`config.mk`:
```
export PLATFORM = sky130hd
export DESIGN_NAME = ib_align_writer
export DESIGN_NICKNAME = d
export VERILOG_FILES = /design/src/rtl/ib_align_writer.sv
export SDC_FILE = /design/constraint.sdc
export NUM_CORES = 1
export LEC_CHECK = 0
export BUFFER_PORTS_ARGS = -buffer_cell sky130_fd_sc_hd__buf_2
export CAP_MARGIN = 20
export CORE_UTILIZATION = 30
export DETAILED_ROUTE_END_ITERATION = 16
export GPL_TIMING_DRIVEN = 0
export PLACE_DENSITY_LB_ADDON = 0.08
export SETUP_SLACK_MARGIN = 0.1
export SLEW_MARGIN = 30
export SYNTH_ARGS = -nofsm -noshare
export SYNTH_HDL_FRONTEND = slang
export SYNTH_SLANG_ARGS = --single-unit
```
`constraint.sdc`:
```
create_clock -name CLK -period 2.8 [get_ports CLK]
set_input_delay 0.42 -clock CLK [delete_from_list [all_inputs] [get_ports CLK]]
set_output_delay 0.42 -clock CLK [all_outputs]
set_load 0.02 [all_outputs]
```
`src/rtl/ib_align_writer.sv`:
```
// Aligned-stream writer: turns one control word (byte address + length) and a
// framed 64-bit stream into word writes with byte enables and DONE/ERROR pulses.
module ib_align_writer (
  input  logic        CLK,
  input  logic        RESET,
  input  logic [31:0] CTRL_ADDR,
  input  logic [11:0] CTRL_LEN,
  input  logic        CTRL_SRC_RDY,
  output logic        CTRL_DST_RDY,
  input  logic [63:0] IN_DATA,
  input  logic        IN_SOF,
  input  logic        IN_EOF,
  input  logic        IN_SRC_RDY,
  output logic        IN_DST_RDY,
  output logic [28:0] WR_ADDR,
  output logic [63:0] WR_DATA,
  output logic [7:0]  WR_BE,
  output logic        WR_REQ,
  input  logic        WR_RDY,
  output logic        DONE,
  output logic        ERROR,
  output logic [1:0]  dbg_state
);

  // Handshakes: a transfer happens on any rising edge where the source's
  // *_SRC_RDY / WR_REQ and the sink's *_DST_RDY / WR_RDY are both high.
  typedef enum logic [1:0] {IDLE = 2'd0, XFER = 2'd1, DROP = 2'd2} state_t;

  state_t      state;
  logic [28:0] base;
  logic [2:0]  off;
  logic [2:0]  end_b;
  logic [9:0]  last_idx;
  logic [9:0]  cnt;
  logic        sof_err;

  logic [12:0] len_ext;
  logic [12:0] last_byte;
  logic        is_first;
  logic        is_last;
  logic        accept;
  logic        sof_bad;
  logic [7:0]  be_first;
  logic [7:0]  be_last;

  // Offset of the final byte relative to the first word; 4102 at most.
  assign len_ext   = (CTRL_LEN == 12'd0) ? 13'd4096 : {1'b0, CTRL_LEN};
  assign last_byte = {10'd0, CTRL_ADDR[2:0]} + len_ext - 13'd1;

  assign is_first = (cnt == 10'd0);
  assign is_last  = (cnt == last_idx);
  assign accept   = (state == XFER) && IN_SRC_RDY && WR_RDY;
  assign sof_bad  = (IN_SOF != is_first);

  assign be_first = 8'hFF << off;
  assign be_last  = 8'hFF >> (3'd7 - end_b);

  assign CTRL_DST_RDY = (state == IDLE);
  assign WR_REQ       = (state == XFER) && IN_SRC_RDY;
  assign IN_DST_RDY   = (state == XFER) ? WR_RDY : (state == DROP);
  assign WR_DATA      = IN_DATA;
  assign WR_ADDR      = base + {19'd0, cnt};
  assign dbg_state    = state;

  always_comb begin
    WR_BE = 8'hFF;
    if (is_first) WR_BE = WR_BE & be_first;
    if (is_last)  WR_BE = WR_BE & be_last;
  end

  always_ff @(posedge CLK or negedge RESET) begin
    if (!RESET) begin
      state    <= IDLE;
      base     <= '0;
      off      <= '0;
      end_b    <= '0;
      last_idx <= '0;
      cnt      <= '0;
      sof_err  <= 1'b0;
      DONE     <= 1'b0;
      ERROR    <= 1'b0;
    end else begin
      DONE  <= 1'b0;
      ERROR <= 1'b0;
      case (state)
        IDLE: begin
          if (CTRL_SRC_RDY) begin
            base     <= CTRL_ADDR[31:3];
            off      <= CTRL_ADDR[2:0];
            end_b    <= last_byte[2:0];
            last_idx <= last_byte[12:3];
            cnt      <= '0;
            sof_err  <= 1'b0;
            state    <= XFER;
          end
        end
        XFER: begin
          if (accept) begin
            // Early EOF, missing EOF and misplaced SOF all share one pulse.
            if (sof_bad || (is_last != IN_EOF)) ERROR <= 1'b1;
            if (sof_bad) sof_err <= 1'b1;
            if (is_last) begin
              if (IN_EOF) begin
                DONE  <= !sof_bad && !sof_err;
                state <= IDLE;
              end else begin
                state <= DROP;
              end
            end else if (IN_EOF) begin
              state <= IDLE;
            end else begin
              cnt <= cnt + 10'd1;
            end
          end
        end
        DROP: begin
          if (IN_SRC_RDY && IN_EOF) state <= IDLE;
        end
        default: state <= IDLE;
      endcase
    end
  end

endmodule

```
* After elaboration in Yosys (flattened, before gate mapping)
Cells that the tools add are included.
** Cells by class
- Div/mod/pow operators :: 0
- $add $sub $neg :: 5
- Multipliers :: 0
- Multiplexer cells :: 27
- $lt $le $gt $ge :: 0
- Bitwise logic cells :: 1
- Reduce and logical (&&, ||, !) cells :: 15
- Eq/ne operators :: 12
- Shift operators :: 2
** Operators with widths (count)
- $mux W10 :: 4
- $add A29 B10 Y29 :: 1
- $pmux W10 S2 :: 1
- $mux W8 :: 2
- $add A3 B13 Y13 :: 1
- $mux W13 :: 1
- $sub A13 B1 Y13 const B :: 1
- $logic_not A12 Y1 :: 1
- $mux W2 :: 6
- $mux W1 :: 11
- $add A10 B1 Y10 const B :: 1
- $eq A10 B10 Y1 :: 1
- $logic_not A10 Y1 :: 1
- $ne A2 B2 Y1 const B :: 5
- $and A8 B8 Y8 :: 1
- $reduce_and A4 Y1 :: 2
- $shl A8 B3 Y8 const A :: 1
- $shr A8 B3 Y8 const A :: 1
- $pmux W2 S3 :: 1
- $reduce_and A5 Y1 :: 1
- $logic_and A1 B1 Y1 :: 4
- $ne A3 B3 Y1 const B :: 1
- $sub A3 B3 Y3 const A :: 1
- $eq A2 B1 Y1 const B :: 1
- 9 further kinds :: 11
** Word-level totals
- Register bits after elaboration :: 60
- Output and inout bits :: 108
- Memories kept :: 0
- Latch bits :: 0
- Input port bits :: 115
- Bits in read-only memories :: 0
- Memory bits (writable) :: 0
- Word-level logic and storage cells :: 71

* Logic depth before layout (Yosys ltp)
Gate-level depths: netlist of run 1.
- Depth after elaboration :: 8
- Depth in mapped cells :: 12
- Depth with buffers taken out :: 12

* Worst setup path after synthesis of run 1
Ideal clock, no wire load.
- Kind :: register to output
- Start :: reg cnt[0]
- End :: out WR_ADDR[18]
- Data required time :: 2.380 ns
- Arrival time :: 2.448 ns
- Stages on the path, launching flop included :: 10
- Slack :: -0.068 ns
- Cell sequence :: dfrtp_1 > ha_1 > inv_1 > fa_1 > nand2b_1 > a21oi_1 > a221oi_1 > o2bb2ai_1 > nor3_1 > xor2_1
** Between the ends
- Longest elaborated chain between the ends :: 1
** Ends and longest elaborated chain
- start, declared :: RTL line 34 : logic [9:0] cnt;
- start signal, assigned :: RTL line 112 : cnt <= cnt + 10'd1;
- $add A29 B10 Y29 :: RTL line 62 : assign WR_ADDR = base + {19'd0, cnt};
- end, declared :: RTL line 15 : output logic [28:0] WR_ADDR,
No other way between the ends.

* Final worst setup path of run 1
- Start :: reg cnt[1]
- End :: out WR_ADDR[27]
The elaborated chain is that of the path after synthesis.

==> qor.yml, run 1 <==
status: "complete, but fails checks"
violations: "negative setup slack"
rsz0062_at_grt: "yes"
drc: 0
critPathSlowestCell: "or4b_1"
dp_hpwl_um: 9637
worst_pin_slew_ns: 0.6236
syn-num-nets: 723
grt_max_degree: 48
hold_viol: 0
row_count: 45
grt_pass1_wl_um: 20040
synth_top_area_share_pct: 32.27
pwr-share-seq_pct: 28.8
cts_root_buffer: "clkbuf_16"
io_buffers: 158
num_vias: 4420
dr.pass1.iters: 4
routed_via_density: 4.609
ys.flop_type: "dfrtp_1"
nFillCells: 1566
gp_congestion: 0.8553
clk_latency_ns: 0.34
yosys.area.top_type: "dfrtp_1"
fin_ws_ns: -0.2526
p_leak_nw: 3.360
path_delay_family: "simple AND/OR/NAND/NOR gates"
ys_ff_latch: 60
synth_cell_types: 54
critPathCaptureType: "output pin"
die_area_mm2: 0.01601
period_needed_ns: 3.053
nNetsFinal: 913
p_comb_share_pct: 50.7
io_pins: 223
period_share_pct: 109.0
grt_overflow: 0
relSlewSlack_pct: 58.42
crit_fanout: 9
p_sw_share_pct: 43.00
grt_pass1_vias: 4150
ys_seq_area_share_pct: 32.27
synth_edf_count: 0
cts_buffers: 9
wl_per_cell_um: 13.32
die_h_um: 126.5
design_area_mm2: 0.006528
fmax_mhz: 327.6
final_util_pct: 43.10
synth_commonest_cells: "nand2_1, buf_4, dfrtp_1, xnor2_1, inv_1"
multiInputGateArea_mm2: 0.002774
fin_skew_ns: 0.005039
tritoncts: "built"
routed_wl_um: 12770
area_growth_pct: 40.28
first_iter_violations: 148
power_switching_w: 0.002370
slew_violations: 0
power.density_mw_per_mm2: 844.3
fp.coreArea_mm2: 0.01515
arrival_ns: 2.63
grt_usage_pct: 16.02
worstPathCellList: "ha_4 -> a211oi_4 -> nor3_2 -> or4b_1 -> a31o_2 -> buf_6 -> nand4_1 -> xnor2_1 -> buf_4"
syn_inst: 575
startpoint_type: "flop"
avgSynthCellArea_um2: 8.093
htreeDepth: 3
p_int_w: 0.003141
finalSetupViolCount: 19
initial_core_util_pct: 30.72
cts.clk_slew.worst_paths_ns: 0.05
vdd_drop_max_v: 0.0002821
max_stage_delay_ns: 0.50
cts.path.max_buffers: 2
fp.dieW_um: 126.5
cp.required_ns: 2.38
syn-cell-area_mm2: 0.004653
ant_nets: 0
cts_sinks: 60
yosysWarnings: 0
tns_ns: -2.857
drv_cap: 0
grt_antenna_before_repair: 0
regArea_mm2: 0.001509
hold_path.class: "in -> reg"
ys_top_cells_by_area: "dfrtp_1, nand2_1, buf_4"
crit_buf_inv: 2
place_ws_ns: -0.4004
synth-async-reset-ratio_pct: 100.0
drive_above_1_share_pct: 40.78
critical_path_class: "reg -> out"
synth.most_common_cell: "nand2_1"
place_area_mm2: 0.005744
power_frac_clock_pct: 20.5
power_w: 0.005511
[power by group through the flow]
stage | clock, W | sequential (W) | combinational [W]
finish | 0.00113 | 0.00159 | 0.00279
global route | 0.00119 | 0.00164 | 0.00310
CTS | 0.00116 | 0.00159 | 0.00271
detailed placement | 0 | 0.00159 | 0.00247
global placement | 0 | 0.00157 | 0.00244
floorplan | 0 | 0.00150 | 0.00176
[final cells by class]
class	instances	share of cell area [%]
inverters	33	1.898
repair buffers	178	15.58
clock inverters	5	0.7667
multi-input cells	400	42.50
diodes	1	0.03834
well taps	188	3.604
flip-flops and latches	60	23.12
clock buffers	11	3.872
plain buffers	83	8.626
[worst paths after layout]
check	from	endpoint	slack [ns]	cells after the start
worst min-delay path	CTRL_ADDR[27]	base[24]	0.27	3
worst min register to register	sof_err	DONE	0.45	1
min in group asynchronous	RESET	base[7]	0.48	2
worst max register to register	dbg_state[0]	base[26]	0.50	7
worst max-delay path	cnt[1]	WR_ADDR[27]	-0.25	9
max in group asynchronous	RESET	cnt[0]	1.81	3
[layer usage]
layer / global-route usage (%) / vias to the layer above / part of all wire (%)
met4: 4.748 / 0 / 1.4
met3: 3.290 / 14 / 4.4
met2: 28.92 / 130 / 51
met5: 0 / - / 0
li1: - / 2217 / -
met1: 19.07 / 2059 / 43
[stage by stage]
stage | cells | hold WS, ns
2_1_floorplan | 575 | 0.1244
3_3_place_gp | 921 | 0.4411
3_5_place_dp | 922 | 0.2971
4_1_cts | 951 | 0.2650
5_1_grt | 958 | 0.2775
6_report | 959 | 0.2745
[worst reg2reg max path, cell delays in order, from the launching register on]
cell      delay (ns)
dfrtp_1         0.43
nor2_1          0.24
and2_1          0.16
clkbuf_1        0.22
clkbuf_1        0.52
buf_1           0.46
nand2_1         0.13
nand2_1         0.08
[kinds of logic after synthesis]
logic type / after synthesis / synth area share [%]
AND/OR/NAND/NOR: 232 / 22.53
flip-flops: 60 / 32.27
AO/OA/AOI/OAI: 80 / 11.08
buffers and inverters: 116 / 14.71
XOR/XNOR: 52 / 9.787
multiplexers: 2 / 0.4302
adder cells (fa/ha/maj): 33 / 9.196
[sequential cells by signal (all words and copies together) (netlist names)]
register / cells
end_b: 3
sof_err: 1
off: 3
dbg_state: 2
cnt: 10
DONE: 1
base: 29
last_idx: 10
ERROR: 1
[cell usage in the layout (no fill, tap or decap), types with 3 or more instances in the layout]
| cell type | instances |
|---|---|
| a21oi_1 | 19 |
| a211oi_1 | 5 |
| o21ai_0 | 22 |
| and2_1 | 6 |
| ha_4 | 10 |
| buf_2 | 139 |
| a31o_2 | 4 |
| inv_1 | 30 |
| nand3_1 | 13 |
| nor2_2 | 5 |
| nand2_1 | 137 |
| buf_4 | 101 |
| dfrtp_1 | 54 |
| nand2b_1 | 5 |
| and3_1 | 5 |
| ha_1 | 20 |
| dfrtp_2 | 6 |
| clkbuf_1 | 13 |
| nor2_1 | 22 |
| xnor2_1 | 34 |
| nor3_1 | 6 |
| clkinv_2 | 4 |
| inv_2 | 3 |
| a21o_1 | 5 |
| xor2_1 | 14 |
| nor2b_1 | 4 |
| clkbuf_16 | 9 |
| nand4_1 | 12 |
[timing repair]
item                                    in CTS  in global routing
hold endpoints to repair                    13                  0
buffers inserted                            11                  7
endpoints found under the setup margin      31                 33
pin swaps                                   14                 15
cloned                                       1                  0
hold buffers                                 1                  0
gates resized for setup                     40                 30
Note: power is estimated with default switching activity, not from simulation.
==> inputs of run 2 (changes only) <==
--- a/config.mk
+++ b/config.mk
@@ -12,6 +12,7 @@
 export GPL_TIMING_DRIVEN = 0
 export PLACE_DENSITY_LB_ADDON = 0.08
 export SETUP_SLACK_MARGIN = 0.1
+export SKIP_CTS_REPAIR_TIMING = 1
 export SLEW_MARGIN = 30
 export SYNTH_ARGS = -nofsm -noshare
 export SYNTH_HDL_FRONTEND = slang
==> qor.yml, run 2 (synthesized netlist as in run 1, its figures left out) <==
grt_pass1_wl_um: 19180  # was 20,040 um
clk_latency_ns: 0.34  # about the same
initial_core_util_pct: 30.72  # unchanged
hold_path_startpoint: "CTRL_ADDR[27]"  # unchanged
grt_pass1_vias: 4043  # was 4,150
p_sw_share_pct: 43.13  # was 43.00%
htreeDepth: 3  # unchanged
critPathSlowestCell: "or4b_1"  # unchanged
arrival_ns: 2.65  # was 2.63 ns
wl_per_cell_um: 13.31  # was 13.32 um
fp.coreArea_mm2: 0.01515  # unchanged
p_comb_share_pct: 50.3  # was 50.7%
crit-reg2reg-launch: "dbg_state[0]"  # unchanged
hold_viol: 0  # unchanged
power_switching_w: 0.002359  # was 0.002370 W
worst_pin_slew_ns: 0.6132  # was 0.6236 ns
fp.dieW_um: 126.5  # unchanged
first_iter_violations: 159  # was 148
startpoint_type: "flop"  # unchanged
finalNonFillerCells: 960  # was 959
cts.path.max_buffers: 2  # unchanged
gp_congestion: 0.8553  # unchanged
power_frac_clock_pct: 20.6  # was 20.5%
reg2regPathDepth: 7  # unchanged
routed_via_density: 4.603  # was 4.609
die_area_mm2: 0.01601  # unchanged
finalSetupViolCount: 19  # unchanged
fmax_mhz: 325.2  # was 327.6 MHz
grt_overflow: 0  # unchanged
dr.pass1.iters: 4  # unchanged
period_share_pct: 109.8  # was 109.0%
p_int_w: 0.003110  # was 0.003141 W
rrSetupSlack_ns: 0.49  # was 0.50 ns
top_regs: "base x29, cnt x10, last_idx x10"  # unchanged
die_h_um: 126.5  # unchanged
power.density_mw_per_mm2: 840.1  # was 844.3 mW/mm^2
routed_wl_um: 12780  # was 12,770 um
drive_above_1_share_pct: 40.60  # was 40.78%
cts.clk_slew.worst_paths_ns: 0.06  # was 0.05 ns
cts_buffers: 9  # unchanged
crit_fanout: 9  # unchanged
nFillCells: 1566  # unchanged
regMostFlops: "base"  # unchanged
io_pins: 223  # unchanged
grt_max_degree: 48  # unchanged
vdd_drop_max_v: 0.0002986  # was 0.0002821 V
worstPathCellList: "ha_4 -> a211oi_4 -> nor3_2 -> or4b_1 -> a31o_2 -> buf_6 -> nand4_1 -> xnor2_1 -> buf_4"  # unchanged
fin_skew_ns: 0.006305  # was 0.005039 ns
pwr-share-seq_pct: 29.1  # was 28.8%
critical_path_class: "reg -> out"  # unchanged
io_buffers: 158  # unchanged
rsz0062_at_grt: "yes"  # unchanged
ant_nets: 0  # unchanged
fin_ws_ns: -0.2749  # was -0.2526 ns
area_growth_pct: 39.90  # was 40.28%
relSlewSlack_pct: 59.12  # was 58.42%
critPathCaptureType: "output pin"  # unchanged
hold_path.class: "in -> reg"  # unchanged
dp_cells: 922  # unchanged
drc: 0  # unchanged
final_util_pct: 42.98  # was 43.10%
cts_root_buffer: "clkbuf_16"  # unchanged
max_stage_delay_ns: 0.50  # about the same
layout_common_cells: "buf_2, nand2_1, buf_4, dfrtp_1, xnor2_1"  # unchanged
layout_commonest_cell: "buf_2"  # unchanged
violations: "negative setup slack"  # unchanged
slew_violations: 0  # unchanged
largest_reg_flops: 29  # unchanged
period_needed_ns: 3.075  # was 3.053 ns
grt_usage_pct: 15.33  # was 16.02%
dp_hpwl_um: 9637  # unchanged
grt_antenna_before_repair: 0  # unchanged
cts_sinks: 60  # unchanged
crit_start: "cnt[1]"  # unchanged
tritoncts: "built"  # unchanged
min_path_cells: 3  # unchanged
tns_ns: -3.301  # was -2.857 ns
p_leak_nw: 3.356  # was 3.360 nW
whs_ns: 0.2732  # was 0.2745 ns
cp.required_ns: 2.38  # about the same
num_vias: 4419  # was 4,420
power_w: 0.005469  # was 0.005511 W
nNetsFinal: 914  # was 913
drv_cap: 0  # unchanged
status: "complete, but fails checks"  # unchanged
row_count: 45  # unchanged
run 2: cell types whose count changed in the layout (fill, tap and decap cells not counted), moves of 2 or more:
| cell | before | now |
|---|---|---|
| buf_2 | 139 | 142 |
| buf_4 | 101 | 98 |
| buf_6 | 2 | 4 |
| ha_4 | 10 | 8 |
| nor2_1 | 22 | 24 |
| nor2_2 | 5 | 3 |
run 2: final cells by class:
class                      count  area [um^2]  area share [%]
inverter                      33        126.4           1.941
multi-input combinational    400         2744           42.15
sequential                    60         1509           23.18
tap                          188        235.2           3.613
clock inverter                 5        50.05          0.7688
antenna                        1        2.502         0.03844
clock buffer                  11        252.7           3.882
timing repair buffer         179         1018           15.64
buffer                        83        571.8           8.783
run 2: routing by layer:
metal	GRT usage [%]	share of wire [%]
met5	0	0
met4	5.174	1.4
met3	3.501	4.7
met2	26.91	51
met1	18.40	43
run 2: worst max-delay path, delay by kind of cell (launching register included):
| family | cells | cell delay, ns |
|---|---|---|
| DFF | 1 | 0.46 |
| and+or+nand+nor | 3 | 0.68 |
| AOI/OAI and AO/OA | 2 | 0.48 |
| xor gates and xnor gates | 1 | 0.15 |
| adders and majority gates | 1 | 0.25 |
| buffers and inverters | 2 | 0.31 |
run 2: worst paths after layout:
kind | end
worst max-delay path | WR_ADDR[27]
worst min-delay path | base[24]
worst max register to register | base[26]
worst min register to register | DONE
max in group asynchronous | cnt[0]
min in group asynchronous | base[7]
run 2: per-stage QoR:
stage	worst slack, ns	area, um^2
6_report	-0.2749	6510
5_1_grt	-0.3839	6507
4_1_cts	-0.7026	6047
3_5_place_dp	-0.4004	5744
3_3_place_gp	-0.3274	5714
2_1_floorplan	0.09231	4688
run 2: power groups by stage:
stage,clock network (W),logic (W),registers [W]
after floorplan,0,0.00176,0.00150
after CTS,0.00116,0.00249,0.00157
after global placement,0,0.00244,0.00157
after global routing,0.00120,0.00305,0.00165
final,0.00113,0.00275,0.00159
after detailed placement,0,0.00247,0.00159
==> inputs of run 3 (changes only) <==
--- a/config.mk
+++ b/config.mk
@@ -7,6 +7,8 @@
 export LEC_CHECK = 0
 export BUFFER_PORTS_ARGS = -buffer_cell sky130_fd_sc_hd__buf_2
 export CAP_MARGIN = 20
+export CELL_PAD_IN_SITES_DETAIL_PLACEMENT = 1
+export CELL_PAD_IN_SITES_GLOBAL_PLACEMENT = 1
 export CORE_UTILIZATION = 30
 export DETAILED_ROUTE_END_ITERATION = 16
 export GPL_TIMING_DRIVEN = 0
==> qor.yml, run 3 (synthesized netlist as in run 1, its figures left out) <==
p_leak_nw: 3.401  # was 3.356 nW
top_regs: "base x29, cnt x10, last_idx x10"  # unchanged
grt_antenna_before_repair: 0  # unchanged
die_h_um: 126.5  # unchanged
routed_via_density: 4.711  # was 4.603
critPathCaptureType: "output pin"  # unchanged
first_iter_violations: 175  # was 159
regMostFlops: "base"  # unchanged
layout_common_cells: "buf_2, nand2_1, buf_4, dfrtp_1"  # was buf_2, nand2_1, buf_4, dfrtp_1, xnor2_1
row_count: 45  # unchanged
initial_core_util_pct: 30.72  # unchanged
fin_ws_ns: -0.3210  # was -0.2749 ns
power_w: 0.005587  # was 0.005469 W
htreeDepth: 3  # unchanged
antenna_cells: 0  # was 1
grt_max_degree: 37  # was 48
cts_sinks: 60  # unchanged
area_growth_pct: 42.19  # was 39.90%
rsz0062_at_grt: "yes"  # unchanged
grt_pass1_vias: 4407  # was 4,043
grt_usage_pct: 16.76  # was 15.33%
vdd_drop_max_v: 0.0002908  # was 0.0002986 V
cp.required_ns: 2.38  # about the same
wl_per_cell_um: 14.69  # was 13.31 um
drive_above_1_share_pct: 42.60  # was 40.60%
largest_reg_flops: 29  # unchanged
period_needed_ns: 3.121  # was 3.075 ns
io_pins: 223  # unchanged
multiInputGateArea_mm2: 0.002855  # was 0.002744 mm^2
cts.clk_slew.worst_paths_ns: 0.06  # about the same
tritoncts: "built"  # unchanged
nNetsFinal: 913  # was 914
crit_fanout: 5  # was 9
whs_ns: -0.006309  # was 0.2732 ns
fmax_mhz: 320.4  # was 325.2 MHz
clk_latency_ns: 0.33  # was 0.34 ns
violations: "negative hold slack, negative setup slack"  # was negative setup slack
die_area_mm2: 0.01601  # unchanged
drv_cap: 0  # unchanged
fin_skew_ns: 0.009166  # was 0.006305 ns
startpoint_type: "flop"  # unchanged
routed_wl_um: 14080  # was 12,780 um
dp_hpwl_um: 10780  # was 9637 um
place_area_mm2: 0.005737  # was 0.005744 mm^2
grt_overflow: 0  # unchanged
relSlewSlack_pct: 60.66  # was 59.12%
hold_viol: 4  # was 0
design_area_mm2: 0.006616  # was 0.006510 mm^2
cts_root_buffer: "clkbuf_16"  # unchanged
layout_commonest_cell: "buf_2"  # unchanged
power.density_mw_per_mm2: 844.4  # was 840.1 mW/mm^2
fp.coreArea_mm2: 0.01515  # unchanged
cts.path.max_buffers: 2  # unchanged
drc: 0  # unchanged
fp.dieW_um: 126.5  # unchanged
io_buffers: 158  # unchanged
finalSetupViolCount: 19  # unchanged
grt_pass1_wl_um: 21410  # was 19,180 um
nFillCells: 1841  # was 1,566
status: "complete, but fails checks"  # unchanged
tns_ns: -3.784  # was -3.301 ns
period_share_pct: 111.5  # was 109.8%
worst_pin_slew_ns: 0.5901  # was 0.6132 ns
hold_path.class: "in -> async"  # was in -> reg
critical_path_class: "reg -> out"  # unchanged
cts_buffers: 9  # unchanged
num_vias: 4513  # was 4,419
gp_congestion: 0.7820  # was 0.8553
slew_violations: 0  # unchanged
dr.pass1.iters: 6  # was 4
regArea_mm2: 0.001509  # unchanged
arrival_ns: 2.70  # was 2.65 ns
ant_nets: 0  # unchanged
[run 3: worst paths after layout]
| check | depth (start not counted) | slack, ns | from | end |
|---|---|---|---|---|
| min in group CLK | 3 | 0.28 | CTRL_ADDR[24] | base[21] |
| max in group asynchronous | 2 | 2.25 | RESET | cnt[3] |
| worst min-delay path | 1 | -0.006 | RESET | base[7] |
| worst max register to register | 10 | 0.70 | cnt[7] | cnt[9] |
| worst max-delay path | 9 | -0.32 | cnt[1] | WR_ADDR[27] |
| worst min register to register | 1 | 0.44 | sof_err | DONE |
[run 3: layout make-up]
class                      count  share of cell area, %
multi-input combinational    400                  43.15
sequential                    60                  22.81
timing repair buffer         178                  15.41
buffer                        83                  8.661
clock buffer                  15                  4.047
tap                          188                  3.555
inverter                      33                  1.910
clock inverter                 1                 0.4539
[run 3: worst max-delay path: stages, from the launching register on]
cell and delay [ns]:
dfrtp_2 0.44, ha_4 0.24, a211oi_4 0.25, nor3_2 0.09
or4b_4 0.52, a31o_4 0.26, buf_6 0.13, nand4_1 0.09
xnor2_1 0.16, buf_4 0.18
[run 3: report_power, final]
group          internal [W]  switching (W)
Sequential          0.00122       0.000387
Combinational       0.00120        0.00165
Clock              0.000739       0.000390
Total               0.00316        0.00243
[run 3: per-layer routing]
layer / vias up / GRT usage, % / wire (um)
li1: 2222 / - / -
met3: 14 / 2.067 / 594
met2: 133 / 30.94 / 7280
met4: 0 / 6.095 / 229
met5: - / 0 / 0
met1: 2144 / 19.83 / 5971
[run 3: stage by stage]
stage	hold slack, ns	instances	utilization, %	setup WS (ns)
after CTS	0.0005712	938	39.84	-0.7155
after global routing	0.01491	958	43.68	-0.3913
final	-0.006309	958	43.68	-0.3210
after detailed placement	0.3593	922	37.88	-0.5378
after global placement	0.4354	921	37.73	-0.3945
after floorplan	0.1244	575	-	0.09231
